===== config.mk =====
export PLATFORM = sky130hd
export DESIGN_NAME = arb_requester
export DESIGN_NICKNAME = d
export VERILOG_FILES = /design/src/rtl/arb_pkg.sv /design/src/rtl/cmd_fifo.sv /design/src/rtl/arb_requester.sv
export SDC_FILE = /design/constraint.sdc
export NUM_CORES = 1
export LEC_CHECK = 0
export ABC_AREA = 0
export CORE_MARGIN = 2
export CORE_UTILIZATION = 25
export DETAILED_ROUTE_END_ITERATION = 7
export PLACE_DENSITY = 0.4
export SETUP_SLACK_MARGIN = 0.05
export SYNTH_ARGS = -nofsm -noshare
export SYNTH_HDL_FRONTEND = slang
export SYNTH_HIERARCHICAL = 1
export SYNTH_SLANG_ARGS = --single-unit

===== constraint.sdc =====
create_clock -name clock -period 3.8 [get_ports clock]
set_clock_uncertainty 0.15 [all_clocks]
set_input_delay 0.57 -clock clock [delete_from_list [all_inputs] [get_ports clock]]
set_output_delay 0.57 -clock clock [all_outputs]
set_load 0.01 [all_outputs]

===== src/rtl/arb_pkg.sv =====
// Shared types and constants for the arbitrated bus requester.
package arb_pkg;

  localparam int ADDR_W      = 8;
  localparam int LEN_W       = 4;
  localparam int BACKOFF_LEN = 2;
  localparam int CMD_W       = ADDR_W + LEN_W;

  typedef enum logic [2:0] {
    S_IDLE,
    S_REQ,
    S_XFER,
    S_RELEASE,
    S_BACKOFF
  } state_t;

  typedef struct packed {
    logic [ADDR_W-1:0] addr;
    logic [LEN_W-1:0]  len;
  } cmd_t;

  // Beat address wraps modulo 2**ADDR_W.
  function automatic logic [ADDR_W-1:0] beat_addr(input logic [ADDR_W-1:0] base,
                                                   input logic [LEN_W-1:0]  idx);
    return base + {{(ADDR_W-LEN_W){1'b0}}, idx};
  endfunction

endpackage


===== src/rtl/cmd_fifo.sv =====
// Command queue: first-word-fall-through FIFO with full/empty flags.
module cmd_fifo #(
  parameter int DATA_W = 12,
  parameter int DEPTH  = 4
) (
  input  logic              clock,
  input  logic              reset,
  input  logic              push,
  input  logic              pop,
  input  logic [DATA_W-1:0] wr_data,
  output logic [DATA_W-1:0] rd_data,
  output logic              full,
  output logic              empty
);

  localparam int PTR_W = (DEPTH > 1) ? $clog2(DEPTH) : 1;
  localparam int CNT_W = PTR_W + 1;
  localparam logic [CNT_W-1:0] FULL_CNT = CNT_W'(DEPTH);

  logic [DATA_W-1:0] mem [DEPTH];
  logic [PTR_W-1:0]  wr_ptr;
  logic [PTR_W-1:0]  rd_ptr;
  logic [CNT_W-1:0]  count;
  logic              do_push;
  logic              do_pop;

  // A push while full is dropped; a pop while empty is ignored.
  assign do_push = push && !full;
  assign do_pop  = pop && !empty;
  assign full    = (count == FULL_CNT);
  assign empty   = (count == '0);
  assign rd_data = mem[rd_ptr];

  // Pointer and occupancy tracking; depth is a power of two so pointers wrap naturally.
  always_ff @(posedge clock or posedge reset) begin
    if (reset) begin
      wr_ptr <= '0;
      rd_ptr <= '0;
      count  <= '0;
    end else begin
      if (do_push) wr_ptr <= wr_ptr + PTR_W'(1);
      if (do_pop)  rd_ptr <= rd_ptr + PTR_W'(1);
      case ({do_push, do_pop})
        2'b10:   count <= count + CNT_W'(1);
        2'b01:   count <= count - CNT_W'(1);
        default: count <= count;
      endcase
    end
  end

  // Storage array; contents are don't-care while the queue is empty.
  always_ff @(posedge clock) begin
    if (do_push) mem[wr_ptr] <= wr_data;
  end

endmodule


===== src/rtl/arb_requester.sv =====
// Bus requester: queues burst commands, arbitrates for the shared address
// bus, drives incrementing beat addresses, and backs off on grant timeout.
module arb_requester
  import arb_pkg::*;
#(
  parameter int FIFO_DEPTH = 4,
  parameter int TIMEOUT    = 15
) (
  input  logic              clock,
  input  logic              reset,
  input  logic              cmd_valid,
  output logic              cmd_ready,
  input  logic [ADDR_W-1:0] cmd_addr,
  input  logic [LEN_W-1:0]  cmd_len,
  output logic              req,
  input  logic              gnt,
  output logic [ADDR_W-1:0] addr_out,
  output logic              addr_oe,
  output logic              beat,
  output logic              done,
  output logic              err_timeout,
  output logic              err_abort
);

  localparam logic [7:0] WAIT_LAST = 8'(TIMEOUT - 1);
  localparam logic [1:0] BO_LAST   = 2'(BACKOFF_LEN - 1);

  state_t           state;
  logic [7:0]       wait_cnt;
  logic [1:0]       bo_cnt;
  logic [LEN_W-1:0] idx;
  logic [CMD_W-1:0] head_bits;
  cmd_t             head;
  logic             fifo_full;
  logic             fifo_empty;
  logic             pop;

  assign head      = head_bits;
  assign cmd_ready = !fifo_full;
  // The head leaves the queue only when its final beat completes under grant.
  assign pop       = (state == S_XFER) && gnt && (idx == head.len);

  cmd_fifo #(
    .DATA_W (CMD_W),
    .DEPTH  (FIFO_DEPTH)
  ) u_cmd_fifo (
    .clock   (clock),
    .reset   (reset),
    .push    (cmd_valid),
    .pop     (pop),
    .wr_data ({cmd_addr, cmd_len}),
    .rd_data (head_bits),
    .full    (fifo_full),
    .empty   (fifo_empty)
  );

  // Request/transfer FSM with registered bus, handshake and status outputs.
  always_ff @(posedge clock or posedge reset) begin
    if (reset) begin
      state       <= S_IDLE;
      wait_cnt    <= '0;
      bo_cnt      <= '0;
      idx         <= '0;
      req         <= 1'b0;
      addr_oe     <= 1'b0;
      beat        <= 1'b0;
      addr_out    <= '0;
      done        <= 1'b0;
      err_timeout <= 1'b0;
      err_abort   <= 1'b0;
    end else begin
      done        <= 1'b0;
      err_timeout <= 1'b0;
      err_abort   <= 1'b0;
      case (state)
        S_IDLE: begin
          if (!fifo_empty) begin
            state    <= S_REQ;
            req      <= 1'b1;
            wait_cnt <= '0;
          end
        end
        S_REQ: begin
          // A grant on the last waiting cycle still wins over the timeout.
          if (gnt) begin
            state    <= S_XFER;
            idx      <= '0;
            addr_oe  <= 1'b1;
            beat     <= 1'b1;
            addr_out <= head.addr;
          end else if (wait_cnt == WAIT_LAST) begin
            state       <= S_BACKOFF;
            req         <= 1'b0;
            err_timeout <= 1'b1;
            bo_cnt      <= '0;
          end else begin
            wait_cnt <= wait_cnt + 8'd1;
          end
        end
        S_XFER: begin
          if (!gnt) begin
            state     <= S_RELEASE;
            req       <= 1'b0;
            addr_oe   <= 1'b0;
            beat      <= 1'b0;
            addr_out  <= '0;
            err_abort <= 1'b1;
          end else if (idx == head.len) begin
            state    <= S_RELEASE;
            req      <= 1'b0;
            addr_oe  <= 1'b0;
            beat     <= 1'b0;
            addr_out <= '0;
            done     <= 1'b1;
          end else begin
            idx      <= idx + LEN_W'(1);
            addr_out <= beat_addr(head.addr, idx + LEN_W'(1));
          end
        end
        S_RELEASE: begin
          state <= S_IDLE;
        end
        S_BACKOFF: begin
          if (bo_cnt == BO_LAST) begin
            state    <= S_REQ;
            req      <= 1'b1;
            wait_cnt <= '0;
          end else begin
            bo_cnt <= bo_cnt + 2'd1;
          end
        end
        default: begin
          state <= S_IDLE;
        end
      endcase
    end
  end

endmodule


# Word-level counts from Yosys, hierarchy flattened

Memories as Yosys holds them, arrays and structs flattened.
Cells that the tools add are included.

Add/subtract/negate cells: 8
Equality and inequality tests: 20
Multiplexer cells: 44
Reduce and logical (&&, ||, !) cells: 20

Operators by type and width:

| operator                                                        | number |
|---|---|
| 8-bit 2-to-1 mux                                                | 7 |
| 8-bit case mux with 3 select lines                              | 1 |
| 3-bit 2-to-1 mux                                                | 6 |
| 2-bit inequality test, second input constant                    | 9 |
| 1-bit 2-to-1 mux                                                | 17 |
| 8-bit case mux with 2 select lines                              | 1 |
| 4-bit 2-to-1 mux                                                | 3 |
| 3-bit case mux with 4 select lines                              | 1 |
| 4-bit AND reduction                                             | 3 |
| 8-bit by 1-bit adder with 8-bit output, second input constant   | 1 |
| 8-bit by 4-bit adder with 8-bit output                          | 1 |
| 8-bit by 4-bit == test with 1-bit output, second input constant | 1 |
| 4-bit case mux with 2 select lines                              | 1 |
| 2-bit by 1-bit adder with 2-bit output, second input constant   | 3 |
| 3-bit == test, second input constant                            | 2 |
| 3-bit zero test                                                 | 2 |
| 2-bit 2-to-1 mux                                                | 3 |
| 3-bit case mux with 2 select lines                              | 1 |
| 6-bit AND reduction                                             | 1 |
| 2-bit nonzero test                                              | 3 |
| 5-bit AND reduction                                             | 1 |
| 4-bit by 1-bit adder with 4-bit output, second input constant   | 1 |
| 2-bit by 1-bit == test with 1-bit output, second input constant | 2 |
| 4-bit == test                                                   | 1 |
| 16 further kinds                                                | 20 |

Flip-flop bits (word level): 37
Memory bits (writable): 48
Bits of input ports: 16
Output and inout bits: 15
Word-level logic and storage cells: 106
Memories kept: 1

Memory list:

| name           | words | bits a word | rd ports | clocked after Yosys merged registers in | wr ports | line           | RTL |
|---|---|---|---|---|---|---|---|
| u_cmd_fifo.mem | 4     | 12          | 1        | 0                                       | 1        | cmd_fifo.sv:20 | `logic [DATA_W-1:0] mem [DEPTH];` |

# Depth between registers and ports, before layout

Depth in word-level cells: 6
Gate-level depth with buffers: 14
Depth with buffers taken out: 11

# Modules after synthesis

The synthesis kept the hierarchy.

By module, submodules not included:

| module        | times used | cells an instance | area an instance (um^2) | sequential area each (um^2) |
|---|---|---|---|---|
| cmd_fifo      | 1          | 101               | 2192.1                  | 1616.6 |
| arb_requester | 1          | 192               | 1826.8                  | 750.7 |

# Worst setup path before layout

Ideal clock, no wire load.

Path type: reg-to-reg
Start point: register u_cmd_fifo.rd_ptr[0]
End point: register u_cmd_fifo.count[2]
Library setup time: 79 ps
Data arrival time: 3180 ps
Data required time: 3571 ps
Setup slack: 391 ps
Cell stages (with the launch flop): 15
Buffers on the path: 3
Period minus slack after synthesis: 3409 ps
Path through: dfrtp_1 -> buf_6 -> buf_12 -> mux4_2 -> xor2_1 -> or4_1 -> clkbuf_1 -> nor2b_1 -> o31a_1 -> ha_1 -> inv_1 -> fa_1 -> xor2_1 -> nor2_1 -> xor2_1

RTL lines:

| what                     | line           | RTL |
|---|---|---|
| start: declaration       | cmd_fifo.sv:22 | `logic [PTR_W-1:0] rd_ptr;` |
| start signal: assignment | cmd_fifo.sv:42 | `if (do_pop) rd_ptr <= rd_ptr + PTR_W'(1);` |
| end signal: assignment   | cmd_fifo.sv:44 | `2'b10: count <= count + CNT_W'(1);` |
| end signal: assignment   | cmd_fifo.sv:45 | `2'b01: count <= count - CNT_W'(1);` |
| end signal: assignment   | cmd_fifo.sv:46 | `default: count <= count;` |
| end: declaration         | cmd_fifo.sv:23 | `logic [CNT_W-1:0] count;` |

==> metrics.txt <==
mean area per synthesized cell 13.7 um^2; slew margin rel. 53.1%; Tightest Hold Check Type reg -> reg; number of enable flip-flop cells after synthesis 48; Fin. Hold Viols 0; async set-reset flop share out of synthesis 43.5%; Worst EP required 3920 ps; status finished clean; GP Congestion 0.719; crit path from u_cmd_fifo/rd_ptr[0]; die extent in x 131 um; Worst Tran Pin Value 704 ps; vias per cell 4.50; Iter 0 DRT Violations 133; die area 17100 um^2; first-pass GRT wire length 13700 um; Vias 2484; fin crit period 3440 ps; Filler cells 1630; Synth Instances 293; # IOs 31; reg2reg end u_cmd_fifo/count[2]; ANT nets after route 0; largest family of logic cells by synthesized area simple AND/OR/NAND/NOR gates; drt pass-1 iters 5; commonest non-fill, non-tap cell in the layout edfxtp_1; Routed wire per std cell 15.6 um; # H-tree levels 3; post-route cell area 4870 um^2; DR DRC count 0; Ys Warns 6; Synth cell types 61; mux contribution to synthesized area 9.37%; Worst-Skew Late Latency 350 ps; layout cells sized above 1 12.8%; max_cap viols 0; static leakage 1.87 nW; die height 131 um; synthesized area 4020 um^2; Clock transition at path regs 60 ps; crit-path max FO 5; Global Route Usage Sum 10.9%; Compound-Gate Fraction of Synth Area 7.94%; Final #Nets 362; Fmax 290 MHz; Non-Filler Instances 552; vias in the first global route 2443; clk buf depth 2; syn_nets 324; Setup crit end kind flop; TritonCTS clock tree built; count of pins over their slew limit 0; Synth Flop Type edfxtp_1; Final period util 90.7%; Routed WL 8620 um; RSZ-0062 raised after global routing false; post-CTS sizing 0; grt ovf 0; CTS buffer count 9; # setup viols final 0; CTS Hold Bufs 0; Post-DP HPWL 5960 um; crit path launch type flop; R2R depth 12; PnR Total Power 3.35 mW; largest net degree at the start of global routing 31; post-synthesis register bit count 85; clock root buffer clkbuf_16; Post-CTS Setup Bufs 0; crit path kind reg -> reg; sequential element share of the synthesized area 58.9%; Adder-Cell Fraction of Synth Area 5.04%; Hold Crit Depth 1; most frequent cells in the layout edfxtp_1 (48), dfrtp_1 (37), clkdlybuf4s50_1 (30); CP endpoint u_cmd_fifo/count[2]; xor and xnor area share after synthesis 3.05%; Post-Synth Simple-Gate Area 11.9%; Port Buf Inserts 30; fin util 30.9%; R2R setup slack 360 ps; placed insts 536; starting density of the core 25.5%; Cell Area, Placed 4570 um^2; setup tns final 0 ps; antenna violations before repair 0; antenna diode count 0; PwrDens 687 nW/um^2; setup ws final 355 ps; VDD IR max 0.254 mV; Area Growth Syn to Fin 21.1%; Sink Count 85; floorplan core area 15800 um^2; Final Hold Slack 338 ps; Core Rows 46; Placement Setup Slack 329 ps; Worst EP arrival 3570 ps; worst r2r src u_cmd_fifo/rd_ptr[0]
## Yosys cell counts, drive strengths merged, types with 3 or more instances
cell    instances  area share [%]
edfxtp         48              36
dfrtp          37              23
nor2           20             1.9
inv            18             1.7
ha             13             4.0
mux4           12             7.1
nand2          12             1.1
xor2           10             2.2
nand3           8             1.0
nor2b           8             1.3
o21ai           8             1.0
buf             7             1.6
a21oi           6            0.75
mux2            6             1.8
and2            5            0.78
clkbuf          5            0.47
and3            4            0.62
nand4           4            0.62
nor3            4            0.50
o22ai           4            0.62
xnor2           4            0.87
a22o            3            0.65
a31oi           3            0.47
nor3b           3            0.68
## how the worst min path moves through the flow
stage	to	from
finish	addr_out[1]	addr_out[1]
global route	u_cmd_fifo/count[1]	reset
CTS	u_cmd_fifo/count[1]	reset
detailed placement	addr_out[1]	addr_out[1]
global placement	addr_out[1]	addr_out[1]
floorplan	u_cmd_fifo/count[0]	reset
## kinds of logic (layout without fill, tap and decap cells)
logic type,after synthesis,in the layout
xor+xnor,14,14
mux,20,20
simple gates,84,84
buf+inv,30,73
flops,85,85
fa+ha+maj,15,15
compound gates,45,45
## where the power goes
group	internal (mW)	total, mW	leakage [nW]	switching, mW
Clock	0.513	0.884	0.136	0.371
Combinational	0.514	1.10	0.821	0.588
Sequential	1.21	1.36	0.913	0.147
Total	2.24	3.35	1.87	1.11
## sequential cells by signal, indices dropped and copies added, names as in the netlist, 2 cells and up
register,flops
u_cmd_fifo/rd_ptr,2
u_cmd_fifo/mem,48
addr_out,8
idx,4
u_cmd_fifo/wr_ptr,2
state,3
u_cmd_fifo/count,3
wait_cnt,8
bo_cnt,2
## area by class of cell
type / count / area (um^2) / area share (%)
Clock inverter: 5 / 62.6 / 1.29
Clock buffer: 11 / 233 / 4.78
Sequential cell: 85 / 2370 / 48.6
Inverter: 18 / 67.6 / 1.39
Multi-Input combinational cell: 178 / 1500 / 30.8
Tap cell: 216 / 270 / 5.55
Timing Repair Buffer: 39 / 368 / 7.56
## worst max-delay path: stages, from the launching register on
cell	delay, ps
dfrtp_1	470
buf_4	220
mux4_2	520
xor2_1	180
or4_1	450
nor2b_1	130
o31a_1	210
ha_1	200
inv_1	60
fa_1	370
xor2_1	150
nor2_1	110
xor2_1	140
## per-layer routing
metal  vias to the layer above  share of wire, %  GRT usage, %
met3                         9               3.9          3.18
met5                         -                 0             0
li1                       1174                 -             -
met1                      1248                48          14.6
met2                        53                46          16.9
met4                         0               1.7          4.13
Power figures use the tool's default switching activity.
